## config.mk

```make
export PLATFORM = sky130hd
export DESIGN_NAME = i2s_video_stream_tx_flat
export DESIGN_NICKNAME = d
export VERILOG_FILES = /design/src/rtl/i2s_video_stream_tx_pkg.sv /design/src/rtl/i2s_video_stream_tx_if.sv /design/src/rtl/i2s_video_stream_tx_pix_fifo.sv /design/src/rtl/i2s_video_stream_tx.sv /design/src/flat_wrapper.sv
export SDC_FILE = /design/constraint.sdc
export NUM_CORES = 1
export LEC_CHECK = 0
export ABC_AREA = 1
export CAP_MARGIN = 0
export CELL_PAD_IN_SITES_DETAIL_PLACEMENT = 0
export CELL_PAD_IN_SITES_GLOBAL_PLACEMENT = 1
export CORE_ASPECT_RATIO = 2
export CORE_MARGIN = 2
export CORE_UTILIZATION = 39
export DETAILED_ROUTE_END_ITERATION = 10
export HOLD_SLACK_MARGIN = 0.1
export PLACE_DENSITY_LB_ADDON = 0.1
export SYNTH_ARGS = -nofsm -noshare
export SYNTH_HDL_FRONTEND = slang
export SYNTH_SLANG_ARGS = --single-unit
```

## constraint.sdc

```tcl
create_clock -name mclk -period 7.6 [get_ports mclk]
set_input_delay 1.52 -clock mclk [delete_from_list [all_inputs] [get_ports mclk]]
set_output_delay 1.52 -clock mclk [all_outputs]
set_load 0.02 [all_outputs]
```

## src/rtl/i2s_video_stream_tx_pkg.sv

```systemverilog
// Shared types and helpers for the video-over-I2S transmitter.
// Pixel packing modes, status-word bit offsets, RGB888 packing function.
package i2s_video_pkg;

   typedef enum logic {
      PACK_RGB565 = 1'b0,
      PACK_RGB555 = 1'b1
   } pack_mode_e;

   // Status bits counted down from the slot MSB: index = SLOT_W - OFS
   localparam int STATUS_VALID_OFS = 1;
   localparam int STATUS_SOF_OFS   = 2;

   function automatic logic [15:0] pack_pixel(
      input pack_mode_e  mode,
      input logic [23:0] rgb
   );
      logic [15:0] w;
      if (mode == PACK_RGB555)
         w = {1'b0, rgb[23:19], rgb[15:11], rgb[7:3]};
      else
         w = {rgb[23:19], rgb[15:10], rgb[7:3]};
      return w;
   endfunction

endpackage

```

## src/rtl/i2s_video_stream_tx_if.sv

```systemverilog
// Pixel-source and I2S-link signal bundle for i2s_video_stream_tx.
// slave = transmitter side, master = pixel source / link observer.
interface i2s_video_stream_tx_if;
   logic        cts;
   logic        v_sync;
   logic        datavalid;
   logic [23:0] disp_data;
   logic        pclk;
   logic        i2s_bclk;
   logic        i2s_ws;
   logic        i2s_data;
   logic        overflow;

   modport master (
      output cts, v_sync, datavalid, disp_data,
      input  pclk, i2s_bclk, i2s_ws, i2s_data, overflow
   );

   modport slave (
      input  cts, v_sync, datavalid, disp_data,
      output pclk, i2s_bclk, i2s_ws, i2s_data, overflow
   );
endinterface

```

## src/rtl/i2s_video_stream_tx_pix_fifo.sv

```systemverilog
// Synchronous pixel FIFO, first-word-fall-through read (dout = head).
// Ports: clk, reset (sync, high), push/din, pop/dout, full, empty.
module i2s_pix_fifo #(
   parameter int WIDTH = 17,
   parameter int DEPTH = 8
) (
   input  logic             clk,
   input  logic             reset,
   input  logic             push,
   input  logic [WIDTH-1:0] din,
   input  logic             pop,
   output logic [WIDTH-1:0] dout,
   output logic             full,
   output logic             empty
);
   localparam int AW = $clog2(DEPTH);
   localparam int PW = AW + 1;

   logic [WIDTH-1:0] mem [DEPTH];
   logic [PW-1:0]    wr_ptr;
   logic [PW-1:0]    rd_ptr;

   // Extra pointer bit distinguishes full from empty
   assign empty = (wr_ptr == rd_ptr);
   assign full  = (wr_ptr[AW] != rd_ptr[AW]) &&
                  (wr_ptr[AW-1:0] == rd_ptr[AW-1:0]);
   assign dout  = mem[rd_ptr[AW-1:0]];

   always_ff @(posedge clk) begin
      if (reset) begin
         wr_ptr <= '0;
         rd_ptr <= '0;
      end else begin
         if (push && !full)
            wr_ptr <= wr_ptr + PW'(1);
         if (pop && !empty)
            rd_ptr <= rd_ptr + PW'(1);
      end
   end

   always_ff @(posedge clk) begin
      if (push && !full)
         mem[wr_ptr[AW-1:0]] <= din;
   end
endmodule

```

## src/rtl/i2s_video_stream_tx.sv

```systemverilog
// RGB888 pixel capture, packing, FIFO and two-slot I2S serialiser.
// Ports: mclk, reset (sync, high), bus (slave): pixel in, I2S out, overflow.
module i2s_video_stream_tx #(
   parameter int SLOT_W     = 16,
   parameter int BCLK_DIV   = 1,
   parameter int FIFO_DEPTH = 8,
   parameter int PACK_MODE  = 0
) (
   input  logic                 mclk,
   input  logic                 reset,
   i2s_video_stream_tx_if.slave bus
);
   import i2s_video_pkg::*;

   localparam int BW = $clog2(SLOT_W);
   localparam int DW = (BCLK_DIV > 1) ? $clog2(BCLK_DIV) : 1;
   localparam int CW = SLOT_W - 2;

   localparam logic [BW-1:0] BIT_LAST = BW'(SLOT_W - 1);
   localparam logic [BW-1:0] BIT_LEAD = BW'(SLOT_W - 2);
   localparam logic [DW-1:0] DIV_LAST = DW'(BCLK_DIV - 1);

   localparam logic [0:0] SLOT_LEFT  = 1'b0;
   localparam logic [0:0] SLOT_RIGHT = 1'b1;

   localparam pack_mode_e MODE =
      (PACK_MODE != 0) ? PACK_RGB555 : PACK_RGB565;

   logic [DW-1:0]   div_cnt;
   logic            bclk;
   logic [BW-1:0]   bitcnt;
   logic [0:0]      slot;
   logic            ws;
   logic            pclk_q;
   logic            ovf;
   logic [SLOT_W-1:0] shreg;
   logic [SLOT_W-1:0] right_word;
   logic [SLOT_W-1:0] next_status;
   logic [SLOT_W-1:0] pix_word;
   logic [CW-1:0]   frame_cnt;
   logic            sof_pending;
   logic            prev_vs;

   logic            bclk_fall;
   logic            strobe;
   logic            load_left;
   logic            vs_rise;
   logic            sof_now;
   logic            push_req;
   logic            fifo_push;
   logic            fifo_pop;
   logic            fifo_full;
   logic            fifo_empty;
   logic [SLOT_W:0] fifo_din;
   logic [SLOT_W:0] fifo_dout;

   assign bclk_fall = bclk && (div_cnt == DIV_LAST);
   // Right-slot load doubles as the pixel capture strobe
   assign strobe    = bclk_fall && (bitcnt == BIT_LAST) &&
                      (slot == SLOT_LEFT);
   assign load_left = bclk_fall && (bitcnt == BIT_LAST) &&
                      (slot == SLOT_RIGHT);

   assign vs_rise   = bus.v_sync && !prev_vs;
   assign sof_now   = sof_pending || vs_rise;
   assign push_req  = strobe && bus.cts && bus.datavalid;
   assign fifo_push = push_req && !fifo_full;
   assign fifo_pop  = load_left && !fifo_empty;
   assign pix_word  = SLOT_W'(pack_pixel(MODE, bus.disp_data));
   assign fifo_din  = {sof_now, pix_word};

   always_comb begin
      next_status = '0;
      next_status[CW-1:0] = frame_cnt;
      next_status[SLOT_W-STATUS_VALID_OFS] = !fifo_empty;
      next_status[SLOT_W-STATUS_SOF_OFS] =
         !fifo_empty && fifo_dout[SLOT_W];
   end

   i2s_pix_fifo #(
      .WIDTH (SLOT_W + 1),
      .DEPTH (FIFO_DEPTH)
   ) u_fifo (
      .clk   (mclk),
      .reset (reset),
      .push  (fifo_push),
      .din   (fifo_din),
      .pop   (fifo_pop),
      .dout  (fifo_dout),
      .full  (fifo_full),
      .empty (fifo_empty)
   );

   always_ff @(posedge mclk) begin
      if (reset) begin
         div_cnt     <= '0;
         bclk        <= 1'b0;
         bitcnt      <= '0;
         slot        <= SLOT_LEFT;
         ws          <= 1'b0;
         pclk_q      <= 1'b0;
         ovf         <= 1'b0;
         shreg       <= '0;
         right_word  <= '0;
         frame_cnt   <= '0;
         sof_pending <= 1'b0;
         prev_vs     <= 1'b0;
      end else begin
         if (div_cnt == DIV_LAST) begin
            div_cnt <= '0;
            bclk    <= ~bclk;
         end else begin
            div_cnt <= div_cnt + DW'(1);
         end

         if (bclk_fall) begin
            // ws leads the slot MSB by one bit
            if (bitcnt == BIT_LEAD)
               ws <= ~ws;
            if (bitcnt == BIT_LAST) begin
               bitcnt <= '0;
               slot   <= ~slot;
               unique case (slot)
                  SLOT_LEFT: begin
                     shreg  <= right_word;
                     pclk_q <= 1'b1;
                  end
                  SLOT_RIGHT: begin
                     pclk_q     <= 1'b0;
                     right_word <= next_status;
                     shreg      <= fifo_empty ? '0 :
                                   fifo_dout[SLOT_W-1:0];
                  end
               endcase
            end else begin
               bitcnt <= bitcnt + BW'(1);
               shreg  <= {shreg[SLOT_W-2:0], 1'b0};
            end
         end

         if (strobe) begin
            prev_vs     <= bus.v_sync;
            sof_pending <= fifo_push ? 1'b0 : sof_now;
            if (vs_rise)
               frame_cnt <= frame_cnt + CW'(1);
            if (push_req && fifo_full)
               ovf <= 1'b1;
         end
      end
   end

   assign bus.pclk     = pclk_q;
   assign bus.i2s_bclk = bclk;
   assign bus.i2s_ws   = ws;
   assign bus.i2s_data = shreg[SLOT_W-1];
   assign bus.overflow = ovf;
endmodule

```

## src/flat_wrapper.sv

```systemverilog
// flat-port wrapper written by rule: the top's interface ports become plain ports
module i2s_video_stream_tx_flat import i2s_video_pkg::*;
#(
   parameter int SLOT_W     = 16,
   parameter int BCLK_DIV   = 1,
   parameter int FIFO_DEPTH = 8,
   parameter int PACK_MODE  = 0
)
  (mclk, reset, bus_cts, bus_v_sync, bus_datavalid, bus_disp_data, bus_pclk, bus_i2s_bclk, bus_i2s_ws, bus_i2s_data, bus_overflow);
  i2s_video_stream_tx_if bus_i ();
  input  logic mclk;
  input  logic reset;
  input wire logic [$bits(bus_i.cts)-1:0] bus_cts;
  input wire logic [$bits(bus_i.v_sync)-1:0] bus_v_sync;
  input wire logic [$bits(bus_i.datavalid)-1:0] bus_datavalid;
  input wire logic [$bits(bus_i.disp_data)-1:0] bus_disp_data;
  output wire logic [$bits(bus_i.pclk)-1:0] bus_pclk;
  output wire logic [$bits(bus_i.i2s_bclk)-1:0] bus_i2s_bclk;
  output wire logic [$bits(bus_i.i2s_ws)-1:0] bus_i2s_ws;
  output wire logic [$bits(bus_i.i2s_data)-1:0] bus_i2s_data;
  output wire logic [$bits(bus_i.overflow)-1:0] bus_overflow;
  assign bus_i.cts = bus_cts;
  assign bus_i.v_sync = bus_v_sync;
  assign bus_i.datavalid = bus_datavalid;
  assign bus_i.disp_data = bus_disp_data;
  assign bus_pclk = bus_i.pclk;
  assign bus_i2s_bclk = bus_i.i2s_bclk;
  assign bus_i2s_ws = bus_i.i2s_ws;
  assign bus_i2s_data = bus_i.i2s_data;
  assign bus_overflow = bus_i.overflow;
  i2s_video_stream_tx #(.SLOT_W(SLOT_W), .BCLK_DIV(BCLK_DIV), .FIFO_DEPTH(FIFO_DEPTH), .PACK_MODE(PACK_MODE)) u_core (.mclk(mclk), .reset(reset), .bus(bus_i));
endmodule
```

---- Word level (Yosys, flattened, before mapping) ----
Memory sizes are Yosys's and may differ from the RTL's. A register that Yosys moved wholly into a read port is not among the register bits.
Cells that the tools add are included.
storage, ports and cells
  memories ................................ 1
  bits of input ports ..................... 29
  bits in registers ....................... 66
  bits in writable memories ............... 136
memory list
  memory             words  width  rd ports  clocked after memory_dff  write ports  RTL line                            text
  u_core.u_fifo.mem  8      17     1         1                         1            i2s_video_stream_tx_pix_fifo.sv:19  logic [WIDTH-1:0] mem [DEPTH];
cells by class
  bitwise logic cells ..................... 4
  equality and inequality tests ........... 5
  reduce and logical (&&, ||, !) cells .... 24
  multiplexer cells ....................... 10
  $add $sub $neg .......................... 5
operator list
  operator               count
  $mux 16                2
  $pmux 16 s2            1
  $add 14x1->14 const B  1
  $logic_and 1x1->1      14
  $add 4x1->4 const B    3
  $eq 4x4->1 const B     2
  $reduce_and 2->1       4
  $mux 3                 2
  $eq 4x4->1             1
  $mux 4                 1
  $not 1->1              4
  $eq 3x3->1             1
  $logic_not 1->1        3
  $mux 1                 3
  $reduce_and 3->1       1
  $pmux 1 s2             1
  $reduce_or 2->1        1
  $add 1x1->1 const B    1
  $logic_or 1x1->1       1
  $ne 1x1->1             1

---- Depth between registers and ports, before layout ----
Gate-level depths: netlist (run 1).
  word-level depth ........................ 10
  depth in mapped cells ................... 13
  gate-level depth less buffers ........... 10

---- By module ----
From an unflattened synthesis (run 1), not the netlist that was laid out.
unflattened totals
  cells, all modules ...................... 891
  area total of the unflattened synthesis .. 8,598.2 µm²
by module, submodules not included
  module               cells each  area each (µm²)  instances  seq. area each (µm²)
  i2s_pix_fifo         519         5,938.2          1          4,304.1
  i2s_video_stream_tx  372         2,660.1          1          1,141.1

---- Worst setup path before layout (run 1) ----
No wires, ideal clock.
  kind .................................... input to register
  start ................................... input bus_datavalid
  end ..................................... memory u_core.u_fifo.mem[0][0], enable pin
  stages on the path ...................... 5
  setup time .............................. 390 ps
  arrival time ............................ 2,740 ps
  data required time ...................... 7,210 ps
  slack ................................... 4,470 ps
  buffers on the path ..................... 0
  path through ............................ nand2_1 > nor2_1 > nand2_1 > or2_1 > nor2_1
on the way
  longest elaborated chain between the ends .. 5
RTL lines
  what                          RTL line                            text
  start, declared               flat_wrapper.sv:15                  input wire logic [$bits(bus_i.datavalid)-1:0] bus_datavalid;
  $logic_and 1x1->1             i2s_video_stream_tx.sv:66           assign push_req = strobe && bus.cts && bus.datavalid;
  $logic_and 1x1->1             i2s_video_stream_tx.sv:67           assign fifo_push = push_req && !fifo_full;
  $logic_and 1x1->1             i2s_video_stream_tx_pix_fifo.sv:42  if (push && !full)
  $mux 1                        i2s_video_stream_tx_pix_fifo.sv:42
  $mux 1 (implied by the code)  i2s_video_stream_tx_pix_fifo.sv:43  mem[wr_ptr[AW-1:0]] <= din;
  end, declared                 i2s_video_stream_tx_pix_fifo.sv:19
No other way between the ends.

---- Final worst setup path (run 1) ----
  start ................................... register u_core.pclk_q (netlist: u_core.bus.pclk)
  end ..................................... output bus_pclk
RTL lines
  what                    RTL line                    text
  start, declared         i2s_video_stream_tx.sv:34   logic pclk_q;
  start signal, assigned  i2s_video_stream_tx.sv:101  pclk_q <= 1'b0;
  start signal, assigned  i2s_video_stream_tx.sv:126  pclk_q <= 1'b1;
  start signal, assigned  i2s_video_stream_tx.sv:129  pclk_q <= 1'b0;
  end, declared           flat_wrapper.sv:17          output wire logic [$bits(bus_i.pclk)-1:0] bus_pclk;
No word-level cell between the ends.

==> out/metrics.cfg, run 1 <==
[status]
outcome=finished, final reports clean

[sta]
rsz0062_at_grt=no
period_share_pct=45.78
fin_skew_ns=0.009861
timing.hold.ws_ns=0.4445
setup_viol=0
worstMarginPinSlew_ns=1.107
final_max_slew_viol_count=0
fin_ws_ns=4.121
fmax_mhz=287.4
hold_viol=0
relSlewSlack_pct=26.14
period_needed_ns=3.479
fin_setup_tns_ns=0

[power]
cellLeakagePower_nw=4.240
vdd_ir_drop_max_mv=0.1586
p_per_area_nw_per_um2=210.8

[layout]
fill_cells=2350
area_growth_pct=12.38
antennaDiodeCount=0
nNetsFinal=1116
multi_input_area_um2=2874
drive_gt1_share_pct=5.839
final-seq-area_um2=5446
fin_cells=1379
finish.utilization_pct=44.43

[yosys]
synth_top_area_share_pct=44.66
yosys_warnings=0
synth_cell_types=31
synth_top_area_cell=edfxtp_1
synth_commonest_cells=nand2_1, inv_1, edfxtp_1
synth_ff_type=edfxtp_1
ys_ff_latch=204
synth_area_leaders=edfxtp_1, nand2_1, dfxtp_1
syn_avg_cell_area_um2=8.578
netlist_area_um2=9144
synthCells=1066
ys_seq_area_share_pct=59.55
synthArstFlopShare_pct=0
synth_edf_count=136
syn_nets=1100
synth.most_common_cell=nand2_1

[die]
die_area_um2=24760
die_h_um=220.5
ioPinCount=34
start_util_pct=39.53
rows=79
die_x_um=112.3
core_um2=23130

[clock_tree]
ctsResizeCount=0
htreeDepth=1
postCtsSetupBuffers=0
clk_latency_ns=0.50
clockBufferDepth=3
cts_tree=built
clock_sinks=204
cts_inserted_buffers=20
cts_hold_buf=0
clock-root-buffer=clkbuf_16
clk_pin_slew_ns=0.06

[setup_path]
crit_type=reg -> out
required_ns=6.08
crit_fanout=17
crit_buf_inv=1
endpoint_kind=output pin
cp.depth=1
crit_path_max_incr_delay_ns=0.73
rr_worst_depth=8
startpoint_type=flip-flop
crit_chain=clkdlybuf4s50_1
crit_slowest_cell=dfxtp_1
arrival_ns=1.96
cpLargestDelayFamily=flip-flops

[hold_path]
holdPathStages=2
holdCritPathClass=reg -> reg

[grt]
antenna_found_initial=0
grt_pass1_vias=6472
grt_max_degree=70
grt_pass1_wl_um=34880
grt_overflow=0
track_usage_pct=17.95

[place]
dp_slack_ns=3.667
dp_hpwl_um=13360
gp_congestion=0.7498
port_buffers=25
dp_cells=1343

[detailed_routing]
vias=6537
wl_per_cell_um=15.50
wl_um=21380
drtIter0Drc=236
drtPass1Iterations=4
drc_errors=0
drtAntennaViolNets=0
avgViaCountPerCell=4.740

[flow_run]
maxCapViolCount=0

## through the flow
stage | total power, mW | cell area (um^2)
detailed placement | 1.243 | 9661
finish | 2.166 | 10280
floorplan | 1.218 | 9144
global placement | 1.243 | 9661
global route | 2.243 | 10280
CTS | 2.196 | 10280
## registers in the layout, summed over array words and instances (netlist names), named ones only
register and cells:
u_core.u_fifo.wr_ptr 4, u_core.bitcnt 4, u_core.div_cnt 1, u_core.right_word 16, u_core.frame_cnt 14, u_core.shreg 16
u_core.u_fifo.mem 136, u_core.prev_vs 1, u_core.bus.pclk 1, u_core.bus.overflow 1, u_core.bus.i2s_ws 1, u_core.bus.i2s_bclk 1
u_core.u_fifo.rd_ptr 4, u_core.sof_pending 1
## layout make-up
type                       count  share of cell area, %
timing repair buffer          38                  3.385
multi-input combinational    648                  27.97
clock buffer                  25                  5.260
sequential                   204                  53.00
inverter                     170                  6.210
clock inverter                11                 0.7305
tap                          283                  3.446
## metal layers
layer  wire length [um]  vias up  part of all wire [%]  GRT usage (%)
met4                509        0                   2.4          6.260
met2              11480       91                    54          34.60
met3                696       26                   3.3          2.164
met5                  0        -                     0              0
li1                   -     3393                     -              -
met1               8693     3027                    41          20.14
## cells by family (layout without fill, tap and decap cells)
kind of cell,after synthesis,count (layout),share of synthesized area (%)
simple gates,538,538,24.27
buf+inv,214,244,9.236
flops,204,204,59.55
compound gates,93,93,5.159
xor+xnor,11,11,1.054
fa+ha+maj,5,5,0.6842
other cells,1,1,0.04101
## final timing paths
path                      start                       to  slack (ns)
max             u_core.bus.pclk                 bus_pclk        4.12
min          u_core.sof_pending       u_core.sof_pending        0.44
max reg2reg    u_core.bitcnt[1]  u_core.u_fifo.mem[4][6]        4.25
min reg2reg  u_core.sof_pending       u_core.sof_pending        0.44
## where the power goes
part / leakage (nW) / switching [mW] / total, mW / internal [mW]
Clock: 0.300 / 0.410 / 0.948 / 0.538
Sequential: 1.77 / 0.000834 / 1.18 / 1.18
Combinational: 2.17 / 0.0231 / 0.0355 / 0.0123
## layout by cell type, fill, tap and decap left out, drive strengths merged
master / n
o21bai: 1
xor2: 7
nor3: 2
edfxtp: 136
nand3: 89
conb: 1
a21oi: 69
nand4: 9
dfxtp: 68
or2: 1
nor2: 47
clkinv: 11
clkbuf: 25
o21ai: 21
ha: 5
o22ai: 1
inv: 167
buf: 13
clkinvlp: 2
xnor2: 4
clkdlybuf4s50: 25
bufinv: 1
nand2: 390
a211oi: 1
Power figures use the tool's default switching activity.
==> run 2, diff against run 1 <==
==> constraint.sdc (replaced) <==
create_clock -name mclk -period 2.88 [get_ports mclk]
set_input_delay 0.576 -clock mclk [delete_from_list [all_inputs] [get_ports mclk]]
set_output_delay 0.576 -clock mclk [all_outputs]
set_load 0.02 [all_outputs]
==> run 2 against run 1 <==
  * Global-route usage grew 0.28 points
  * Via count grew 0.20%
  * Non-clock buffer count grew 10
  * Setup slack lost 3.5 ns
  * Register-to-register slack lost 3.6 ns
  * Critical path type unchanged
  * Count of clock-buffer cells in the layout shrank 1
  * Combinational power grew to 2.8 times the previous value
==> out/metrics.cfg, run 2 (synthesized netlist as in run 1, its figures left out) <==
[grt]
grt_pass1_vias=6592  ; +1.9%
grt_max_degree=69  ; -1.4%
antenna_found_initial=0  ; unchanged
grt_overflow=0  ; unchanged
track_usage_pct=18.23  ; +0.28 points
grt_pass1_wl_um=35230  ; +1.0%

[setup_path]
crit_buf_inv=2  ; +1
crit_chain=buf_4 > clkdlybuf4s50_1
endpoint_kind=output pin
startpoint_type=flip-flop
crit_type=reg -> out
required_ns=2.30  ; -3.78 ns
reg2reg_slack_ns=0.67  ; -3.58 ns
crit_fanout=16  ; -1
arrival_ns=1.70  ; -0.26 ns
crit_path_max_incr_delay_ns=0.64  ; -0.09 ns
crit_slowest_cell=clkdlybuf4s50_1
cpLargestDelayFamily=buffers and inverters

[sta]
fin_setup_tns_ns=0  ; unchanged
period_needed_ns=2.276
hold_viol=0  ; unchanged
setup_viol=0  ; unchanged
relSlewSlack_pct=58.38  ; +32 points
fin_skew_ns=0.009721  ; -0.0001405 ns
fmax_mhz=439.3
final_max_slew_viol_count=0  ; unchanged
period_share_pct=79.03
worstMarginPinSlew_ns=0.6236  ; -0.4831 ns
rsz0062_at_grt=no

[status]
outcome=finished, final reports clean

[clock_tree]
cts_hold_buf=0  ; unchanged
htreeDepth=1  ; unchanged
clock-root-buffer=clkbuf_16
clockBufferDepth=3  ; unchanged
cts_inserted_buffers=20  ; unchanged
clk_latency_ns=0.50  ; about the same
clk_pin_slew_ns=0.07  ; about the same
cts_tree=built
ctsResizeCount=0  ; unchanged
postCtsSetupBuffers=0  ; unchanged
clock_sinks=204  ; unchanged

[detailed_routing]
wl_um=21700  ; +1.5%
vias=6550  ; +0.20%
drtIter0Drc=312  ; +32%
avgViaCountPerCell=4.716  ; -0.52%
drtAntennaViolNets=0  ; unchanged
drc_errors=0  ; unchanged
wl_per_cell_um=15.62  ; +0.79%
drtPass1Iterations=4  ; unchanged

[die]
rows=79  ; unchanged
die_area_um2=24760  ; unchanged
ioPinCount=34  ; unchanged
core_um2=23130  ; unchanged
start_util_pct=39.53  ; unchanged
die_h_um=220.5  ; unchanged
die_x_um=112.3  ; unchanged

[place]
gp_congestion=0.8012  ; +6.9%
dp_hpwl_um=14040  ; +5.0%
place_area_um2=9798  ; +1.4%
port_buffers=25  ; unchanged

[layout]
final-seq-area_um2=5446  ; unchanged
largest_reg_flops=136  ; unchanged
final_area_um2=10500  ; +2.2%
antennaDiodeCount=0  ; unchanged
nNetsFinal=1126  ; +0.90%
area_growth_pct=14.81
fill_cells=2366  ; +0.68%
layout_commonest_cell=nand2_1
final_cell_mix=nand2_1, inv_1, edfxtp_1, nand3_1, a21oi_1
drive_gt1_share_pct=7.233  ; +1.4 points
multi_input_area_um2=2874  ; unchanged

[hold_path]
holdCritPathClass=reg -> reg

[power]
p_int_mw=4.809  ; +180%
p_clk_share_pct=46.3  ; +2.5 points
pwr-share-seq_pct=52.0  ; -2.6 points
p_per_area_nw_per_um2=571.4  ; +170%
cellLeakagePower_nw=4.348  ; +2.6%
p_sw_share_pct=19.84  ; -0.20 points
p_switching_mw=1.190  ; +170%
vdd_ir_drop_max_mv=0.3637  ; +130%
combPwrFrac_pct=1.7  ; about the same

[flow_run]
maxCapViolCount=0  ; unchanged

==> run 2: metal layers <==
metal  share of wire, %  GRT usage (%)
met1                 38          19.11
met4                3.4          7.398
met3                2.6          2.109
met5                  0              0
met2                 56          36.20
==> run 2: final cells by class <==
type                       instances  area share [%]
sequential                       204           51.88
tap                              283           3.373
clock inverter                    12           1.359
clock buffer                      24           5.304
timing repair buffer              48           4.625
multi-input combinational        648           27.38
inverter                         170           6.079
==> run 2: path summary, 6_finish.rpt <==
| kind | to | start | depth (start not counted) |
|---|---|---|---|
| worst max register to register | u_core.u_fifo.mem[4][5] | u_core.bitcnt[1] | 9 |
| worst min register to register | u_core.sof_pending | u_core.sof_pending | 2 |
| worst min-delay path | u_core.sof_pending | u_core.sof_pending | 2 |
| worst max-delay path | bus_pclk | u_core.bus.pclk | 2 |
==> run 2: through the flow <==
stage	util, %	hold WS, ns	setup slack [ns]	power (mW)	cells
6_report	45.39	0.4471	0.6039	5.999	1389
5_1_grt	45.39	0.4712	0.5119	6.202	1389
4_1_cts	45.39	0.4529	0.5717	6.087	1389
3_5_place_dp	42.36	0.4402	0.4899	3.288	1353
3_3_place_gp	42.36	0.4367	0.5001	3.287	1353
2_1_floorplan	-	0.4206	0.3967	3.215	1066
==> run 2: power by group through the flow <==
| stage | combinational, mW | sequential (mW) | clock [mW] |
|---|---|---|---|
| 3_3_place_gp | 0.102 | 3.18 | 0 |
| 6_report | 0.100 | 3.12 | 2.78 |
| 3_5_place_dp | 0.103 | 3.19 | 0 |
| 2_1_floorplan | 0.0280 | 3.19 | 0 |
| 4_1_cts | 0.103 | 3.12 | 2.86 |
| 5_1_grt | 0.110 | 3.12 | 2.97 |
==> run 2: worst min-delay path, stage by stage, from the launching register on <==
cell and delay (ns):
dfxtp_1 0.30, inv_1 0.05, a21oi_1 0.05
==> run 3, diff against run 2 <==
==> constraint.sdc (replaced) <==
create_clock -name mclk -period 2.3 [get_ports mclk]
set_input_delay 0.46 -clock mclk [delete_from_list [all_inputs] [get_ports mclk]]
set_output_delay 0.46 -clock mclk [all_outputs]
set_load 0.02 [all_outputs]
==> run 3 against run 2 <==
  * Register-to-register slack got worse by 0.47 ns
  * Critical path type is now reg -> reg
  * Largest power group unchanged
  * Critical path depth increased by 7
  * Clock skew increased by 0.0042 ns
  * Combinational power increased by 27%
  * Die area unchanged
  * Utilization increased by 0.43 points
  * Sequential power increased by 25%
  * Clock power increased by 21%
  * Worst hold slack improved by 0.0017 ns
==> out/metrics.cfg, run 3 (synthesized netlist as in run 1, its figures left out) <==
[setup_path]
startpoint_type=flip-flop
r2r-end=u_core.u_fifo.mem[6][10]
r2r_start=u_core.bitcnt[1]
endpoint_kind=flip-flop
crit_type=reg -> reg
reg2reg_slack_ns=0.20  ; -0.47 ns
arrival_ns=2.30  ; +0.60 ns
rr_worst_depth=9  ; unchanged
required_ns=2.49  ; +0.19 ns
crit_fanout=17  ; +1

[sta]
worstMarginPinSlew_ns=0.6066  ; -0.01696 ns
fmax_mhz=475.1
rsz0062_at_grt=no
hold_viol=0  ; unchanged
relSlewSlack_pct=59.52  ; +1.1 points
final_max_slew_viol_count=0  ; unchanged
period_share_pct=91.52
setup_viol=0  ; unchanged
fin_skew_ns=0.01396  ; +0.004242 ns
period_needed_ns=2.105
fin_ws_ns=0.1950  ; -0.4089 ns

[power]
cellLeakagePower_nw=4.389  ; +0.95%
power.total_mw=7.393  ; +23%
vdd_ir_drop_max_mv=0.5240  ; +44%
p_per_area_nw_per_um2=697.6  ; +22%

[clock_tree]
htreeDepth=1  ; unchanged
clk_pin_slew_ns=0.07  ; about the same
clk_latency_ns=0.50  ; about the same
clock_sinks=204  ; unchanged
cts_inserted_buffers=20  ; unchanged
cts_hold_buf=0  ; unchanged
clock-root-buffer=clkbuf_16
cts_tree=built
postCtsSetupBuffers=0  ; unchanged
ctsResizeCount=0  ; unchanged
clockBufferDepth=3  ; unchanged

[detailed_routing]
drtIter0Drc=238  ; -24%
wl_per_cell_um=16.07  ; +2.9%
drtAntennaViolNets=0  ; unchanged
drtPass1Iterations=4  ; unchanged
wl_um=22470  ; +3.5%
avgViaCountPerCell=4.701  ; -0.31%
vias=6572  ; +0.34%
drc_errors=0  ; unchanged

[grt]
grt_pass1_vias=6698  ; +1.6%
grt_max_degree=69  ; unchanged
track_usage_pct=19.01  ; +0.78 points
antenna_found_initial=0  ; unchanged
grt_pass1_wl_um=36690  ; +4.2%
grt_overflow=0  ; unchanged

[status]
outcome=finished, final reports clean

[die]
die_x_um=112.3  ; unchanged
rows=79  ; unchanged
die_h_um=220.5  ; unchanged
start_util_pct=39.53  ; unchanged
die_area_um2=24760  ; unchanged
ioPinCount=34  ; unchanged
core_um2=23130  ; unchanged

[layout]
fill_cells=2388  ; +0.93%
final-seq-area_um2=5446  ; unchanged
final_cell_mix=nand2_1, inv_1, edfxtp_1, nand3_1, a21oi_1
area_growth_pct=15.90
multi_input_area_um2=2882  ; +0.26%
nNetsFinal=1135  ; +0.80%
layout_commonest_cell=nand2_1
antennaDiodeCount=0  ; unchanged
largest_reg_flops=136  ; unchanged
final_area_um2=10600  ; +0.95%
drive_gt1_share_pct=7.713  ; +0.48 points

[hold_path]
holdCritStartpoint=u_core.sof_pending
holdCritPathClass=reg -> reg
hold_end=u_core.sof_pending
holdPathStages=2  ; unchanged

[flow_run]
maxCapViolCount=0  ; unchanged

[place]
port_buffers=25  ; unchanged
gp_congestion=0.8091  ; +0.99%
dp_hpwl_um=15180  ; +8.1%
place_area_um2=9916  ; +1.2%
dp_slack_ns=0.04112  ; -0.4488 ns

[run 3: cell count changes in the layout (fill, tap and decap cells not counted), moves of 2 or more]
cell / before / now
buf_12: 5 / 9
buf_4: 18 / 23
clkbuf_1: 1 / 3
clkinv_2: 5 / 3
[run 3: area by class of cell]
class | instances | share of cell area (%)
flip-flops and latches | 204 | 51.39
multi-input cells | 648 | 27.19
inverters | 170 | 6.021
repair buffers | 57 | 5.691
clock buffers | 26 | 5.325
well taps | 283 | 3.341
clock inverters | 10 | 1.039
[run 3: worst max-delay path by stage]
stage / from / endpoint / slack, ns / depth (start not counted)
after floorplan: u_core.bitcnt[1] / u_core.u_fifo.mem[0][0] / -0.18 / 8
after global placement: bus_datavalid / u_core.u_fifo.mem[4][3] / 0.04 / 7
after detailed placement: bus_cts / u_core.u_fifo.mem[4][2] / 0.04 / 7
after CTS: u_core.bitcnt[1] / u_core.u_fifo.mem[4][15] / 0.15 / 9
after global routing: u_core.bitcnt[1] / u_core.u_fifo.mem[2][14] / 0.02 / 9
final: u_core.bitcnt[1] / u_core.u_fifo.mem[6][10] / 0.20 / 9
[run 3: layer usage]
| metal | track usage, % | vias up | share of wire, % |
|---|---|---|---|
| met2 | 37.59 | 74 | 57 |
| met3 | 2.219 | 36 | 2.7 |
| met5 | 0 | - | 0 |
| li1 | - | 3429 | - |
| met4 | 6.829 | 0 | 2.5 |
| met1 | 20.45 | 3033 | 38 |
[run 3: where the power goes]
part	switching (mW)	internal, mW	total (mW)
logic	0.0834	0.0440	0.127
registers	0.00246	3.91	3.91
clock network	1.39	1.97	3.36
total	1.48	5.92	7.39
[run 3: worst max-delay path: stages (launching register included)]
cell and delay [ns]:
dfxtp_1 0.38, ha_2 0.24, nand3_4 0.11, nor2_8 0.11, nand2_4 0.08, nor2_1 0.10
nand2_1 0.10, or2_1 0.32, nor2_2 0.16, buf_12 0.19
[run 3: through the flow]
| stage | hold WS, ns | cells | utilization, % | setup TNS (ns) |
|---|---|---|---|---|
| 2_1_floorplan | 0.4206 | 1066 | - | -12.46 |
| 3_3_place_gp | 0.4301 | 1362 | 42.87 | 0 |
| 3_5_place_dp | 0.4403 | 1362 | 42.87 | 0 |
| 4_1_cts | 0.4549 | 1398 | 45.79 | 0 |
| 5_1_grt | 0.4745 | 1398 | 45.82 | 0 |
| 6_report | 0.4488 | 1398 | 45.82 | 0 |
